`config.mk`:
```
export PLATFORM = sky130hd
export DESIGN_NAME = snitch_tcdm_resp_buffer
export DESIGN_NICKNAME = d
export VERILOG_FILES = /design/src/rtl/snitch_tcdm_resp_buffer.sv
export SDC_FILE = /design/constraint.sdc
export NUM_CORES = 1
export LEC_CHECK = 0
export ABC_AREA = 0
export BUFFER_PORTS_ARGS = -buffer_cell sky130_fd_sc_hd__buf_2
export CELL_PAD_IN_SITES_DETAIL_PLACEMENT = 0
export CELL_PAD_IN_SITES_GLOBAL_PLACEMENT = 1
export CORE_MARGIN = 2
export CORE_UTILIZATION = 28
export DETAILED_ROUTE_END_ITERATION = 10
export GPL_TIMING_DRIVEN = 0
export PLACE_DENSITY_LB_ADDON = 0.1
export SETUP_SLACK_MARGIN = 0.1
export SLEW_MARGIN = 20
export SYNTH_ARGS = -nofsm -noshare
export SYNTH_HDL_FRONTEND = slang
export SYNTH_SLANG_ARGS = --single-unit
```
`constraint.sdc`:
```
create_clock -name clk_i -period 11.1 [get_ports clk_i]
set_clock_uncertainty 0.2 [all_clocks]
set_input_delay 1.11 -clock clk_i [delete_from_list [all_inputs] [get_ports clk_i]]
set_output_delay 1.11 -clock clk_i [all_outputs]
set_load 0.01 [all_outputs]
```
`src/rtl/snitch_tcdm_resp_buffer.sv`:
```
// rtl/snitch_tcdm_resp_buffer.sv - credit-gated TCDM request forwarder with in-order response buffer
// Reads are admitted only while a response slot is guaranteed; writes always pass through.

package snitch_pkg;
  typedef struct packed {
    logic [31:0] addr;
    logic        write;
    logic [31:0] data;
    logic [3:0]  strb;
  } dreq_t;

  typedef struct packed {
    logic [31:0] data;
  } dresp_t;
endpackage

module snitch_tcdm_resp_buffer #(
  parameter type         req_t     = snitch_pkg::dreq_t,
  parameter type         resp_t    = snitch_pkg::dresp_t,
  parameter int unsigned RespDepth = 8,
  parameter int unsigned CntWidth  = $clog2(RespDepth + 1)
) (
  input  logic                clk_i,
  input  logic                rst_i,
  input  req_t                req_payload_i,
  input  logic                req_valid_i,
  output logic                req_ready_o,
  output resp_t               resp_payload_o,
  output logic                resp_last_o,
  output logic                resp_valid_o,
  input  logic                resp_ready_i,
  output req_t                mem_req_o,
  output logic                mem_valid_o,
  input  logic                mem_ready_i,
  input  resp_t               mem_rsp_i,
  input  logic                mem_rvalid_i,
  output logic [CntWidth-1:0] credits_used_o,
  output logic                err_o
);

  localparam int unsigned         PtrWidth = (RespDepth > 1) ? $clog2(RespDepth) : 1;
  localparam logic [CntWidth-1:0] DepthCnt = CntWidth'(RespDepth);
  localparam logic [PtrWidth-1:0] LastPtr  = PtrWidth'(RespDepth - 1);

  logic [CntWidth-1:0] used_q;
  logic [CntWidth-1:0] occ_q;
  logic [CntWidth-1:0] outstanding;
  logic [PtrWidth-1:0] wptr_q;
  logic [PtrWidth-1:0] rptr_q;
  logic                err_q;
  resp_t               buf_q [RespDepth];

  logic credit_ok;
  logic admit;
  logic rd_hs;
  logic pop;
  logic push;
  logic full;
  logic stray;
  logic overflow;

  // Admission looks only at the registered count, so resp_ready_i never reaches the request side.
  assign credit_ok   = used_q < DepthCnt;
  assign admit       = req_payload_i.write | credit_ok;
  assign mem_valid_o = req_valid_i & admit;
  assign req_ready_o = mem_ready_i & admit;
  assign mem_req_o   = req_payload_i;

  assign rd_hs        = mem_valid_o & mem_ready_i & ~req_payload_i.write;
  assign resp_valid_o = occ_q != '0;
  assign pop          = resp_valid_o & resp_ready_i;
  assign full         = occ_q == DepthCnt;
  assign outstanding  = used_q - occ_q;

  // Beats with no read in flight, or with nowhere to go, are dropped and flagged.
  assign stray    = mem_rvalid_i & (outstanding == '0);
  assign overflow = mem_rvalid_i & full & ~pop;
  assign push     = mem_rvalid_i & ~stray & ~overflow;

  assign resp_payload_o = buf_q[rptr_q];
  assign resp_last_o    = 1'b1;
  assign credits_used_o = used_q;
  assign err_o          = err_q;

  always_ff @(posedge clk_i or posedge rst_i) begin
    if (rst_i) begin
      used_q <= '0;
      occ_q  <= '0;
      wptr_q <= '0;
      rptr_q <= '0;
      err_q  <= 1'b0;
    end else begin
      if (rd_hs && !pop) begin
        used_q <= used_q + CntWidth'(1);
      end else if (!rd_hs && pop) begin
        used_q <= used_q - CntWidth'(1);
      end

      if (push && !pop) begin
        occ_q <= occ_q + CntWidth'(1);
      end else if (!push && pop) begin
        occ_q <= occ_q - CntWidth'(1);
      end

      if (push) begin
        wptr_q <= (wptr_q == LastPtr) ? '0 : wptr_q + PtrWidth'(1);
      end
      if (pop) begin
        rptr_q <= (rptr_q == LastPtr) ? '0 : rptr_q + PtrWidth'(1);
      end

      err_q <= err_q | stray | overflow;
    end
  end

  always_ff @(posedge clk_i) begin
    if (push) begin
      buf_q[wptr_q] <= mem_rsp_i;
    end
  end

endmodule

```
==> results.yml <==
global_route:
  grt_use_total_pct: 12.3
  grt_pass1_vias: 6009
  grt_max_degree: 33
  overflow: 0
  grt_antenna_before_repair: 4
  grt_pass1_wl_mm: 37.6
detailed_routing:
  drt-total-wl_mm: 25.7
  drtAntennaViolNets: 0
  wl_per_cell_um: 20.2
  drt_iter0_markers: 269
  drc: 0
  drt_pass1_iterations: 4
  vias: 5460
  via_per_inst: 4.29
timing:
  finalHoldWorstSlack_ns: 0.262
  rsz0062_at_grt: "no"
  fin_crit_ns: 4.11
  fin_ws_ns: 6.99
  fin_setup_tns_ns: 0
  relSlewSlack_pct: 36.8
  drv_slew: 0
  worstMarginPinSlew_ns: 0.947
  setup_viol: 0
  hold_violations: 0
  fmax_mhz: 244
  fin_crit_sh_pct: 37.0
critical_path:
  path_max_fanout: 10
  path_cells: "buf_2, clkbuf_1, mux4_2, mux2_2, buf_2"
  path_buf_inv: 3
  crit_required_ns: 9.79
  regToRegSetupSlack_ns: 7.83
  start_kind: "flip-flop"
  path_delay_family: "buffers and inverters"
  criticalPathCategory: "reg2out"
  path_common_cell: "buf_2"
  cp-end-kind: "output port"
  slowest_delay_ns: 0.74
  crit_slowest_cell: "clkbuf_1"
  cp.arrival_ns: 2.80
clock_tree:
  clk_latency_ns: 0.56
  post_cts_buffers: 0
  cts-resized-gates: 0
  numCtsBuffers: 30
  cts_max_path_buffers: 3
  cts_tree: "done"
  cts_hold_buf: 0
  clkSinkCount: 271
  htreeDepth: 1
  clkTransAtPathRegs_ns: 0.06
  clock-root-buffer: "clkbuf_16"
die:
  core_um2: 39500
  rows: 73
  die_h_um: 204
  initial_utilization_pct: 28.2
  ios: 217
  die_area_um2: 41500
  die_x_um: 204
cells_and_area:
  syn_to_final_growth_pct: 22.7
  postLayoutCellArea_um2: 13700
  layout-drive-gt1-share_pct: 51.0
  insertedDiodeCount: 0
  finalNetCount: 847
logic_synthesis:
  ys_warn_count: 0
  synth_largest_area_cell: "edfxtp_1"
  synth_area_um2: 11200
  post_synth_main_area_contributors: "edfxtp_1 69%, mux4_2 13%, buf_4 4.8%, mux2_2 3.4%, dfrtp_1 3.4%"
  synth_top_area_share_pct: 68.9
  async_flop_share_pct: 5.54
  seq_area_frac_synth_pct: 72.2
  synth_seq_cells: 271
  syn_inst: 538
  synth_cell_types: 34
  syn-num-nets: 660
  synth-main-ff-cell: "edfxtp_1"
  avgSynthCellArea_um2: 20.8
  synth_edf_count: 256
power:
  p_total_uw: 3570
  power_density_nw_per_um2: 261
  irDropWorstVdd_v: 0.000128
  leakage_uw: 0.00485
worst_hold_path:
  hp-class: "reg2reg"
place:
  postPlaceCellArea_um2: 12700
  hpwlAfterDp_mm: 16.3
  place.gp.congestion: 0.691
  portBuffers: 147
  dpl_worst_slack_ns: 7.54
flow_run:
  max_cap_violations: 0
outcome:
  outcome: "finished clean"
cells in the final DEF (no fill, tap or decap), types with 5 or more instances in the layout:
cell	netlist	layout
xnor2_1	8	8
inv_1	6	6
mux4_2	64	64
buf_6	4	5
mux2_2	34	34
clkbuf_1	9	17
nor2_1	5	5
buf_4	72	74
nand2_1	5	5
buf_2	3	150
clkinv_1	0	7
dfrtp_1	15	15
clkbuf_16	0	30
ha_1	13	13
edfxtp_1	256	256
power breakdown:
part / switching (uW) / leakage, uW / internal (uW) / total (uW)
clock: 391 / 0.000469 / 589 / 980
sequential: 69.2 / 0.00250 / 1320 / 1390
combinational: 621 / 0.00188 / 583 / 1200
total: 1080 / 0.00485 / 2490 / 3570
worst reg2reg max path: stages (launching register included):
cell and delay (ns):
dfrtp_1 0.43, ha_1 0.36, a21oi_1 0.17, nand2_1 0.09
xnor2_1 0.19, o211a_1 0.28, buf_6 0.17, nor4bb_4 0.59
buf_4 0.33, buf_8 0.16
worst paths after layout:
kind / startpoint / end / cells past startpoint
max in group asynchronous: rst_i / credits_used_o[0]$_DFFE_PP0P_ / 2
min reg2reg: err_o$_DFF_PP0_ / err_o$_DFF_PP0_ / 1
max reg2reg: credits_used_o[2]$_DFFE_PP0P_ / buf_q[4][26]$_DFFE_PP_ / 9
min: err_o$_DFF_PP0_ / err_o$_DFF_PP0_ / 1
min in group asynchronous: rst_i / rptr_q[1]$_DFFE_PP0N_ / 2
max: rptr_q[1]$_DFFE_PP0N_ / resp_payload_o[22] / 5
per-layer routing:
layer  global-route usage, %  share of wire (%)
met4                    2.97                1.9
met1                    15.3                 41
met3                    2.48                4.3
met2                    21.8                 52
met5                       0               0.14
stage by stage:
step	utilization [%]	std cells
after floorplan	-	538
after global placement	31.8	1210
after detailed placement	32.2	1218
after CTS	34.6	1274
after global routing	34.6	1274
final	34.6	1274
synth_stat cells (4+ instances only):
cell type  number
nand2_1         5
buf_4          72
mux4_2         64
nand2b_1        4
ha_1           13
edfxtp_1      256
buf_6           4
mux2_2         34
nor2_1          5
o21ai_0         4
xnor2_1         8
inv_1           6
dfrtp_1        15
a21o_1          4
clkbuf_1        9
flip-flops by register name, summed over array words and instances, names as in the netlist:
| signal | flops |
|---|---|
| err_o | 1 |
| rptr_q | 3 |
| credits_used_o | 4 |
| occ_q | 4 |
| wptr_q | 3 |
| buf_q | 256 |
layout make-up:
cell class              instances  area (um^2)
plain buffers                  89          638
clock buffers                  38          781
clock inverters                18          198
fillers                      3776        25800
inverters                       6         22.5
multi-input cells             172         2480
flip-flops and latches        271         8060
well taps                     525          657
repair buffers                155          857
cells by family (layout without fill, tap and decap cells):
| family | Yosys count | count (layout) | share of synthesized area [%] |
|---|---|---|---|
| compound gates | 12 | 12 | 0.672 |
| other cells | 1 | 1 | 0.0336 |
| buf+inv | 95 | 306 | 5.92 |
| xor+xnor | 11 | 11 | 0.863 |
| flops | 271 | 271 | 72.2 |
| fa+ha+maj | 15 | 15 | 1.82 |
| simple gates | 31 | 31 | 1.70 |
| mux | 102 | 102 | 16.8 |
Power figures use the tool's default switching activity.
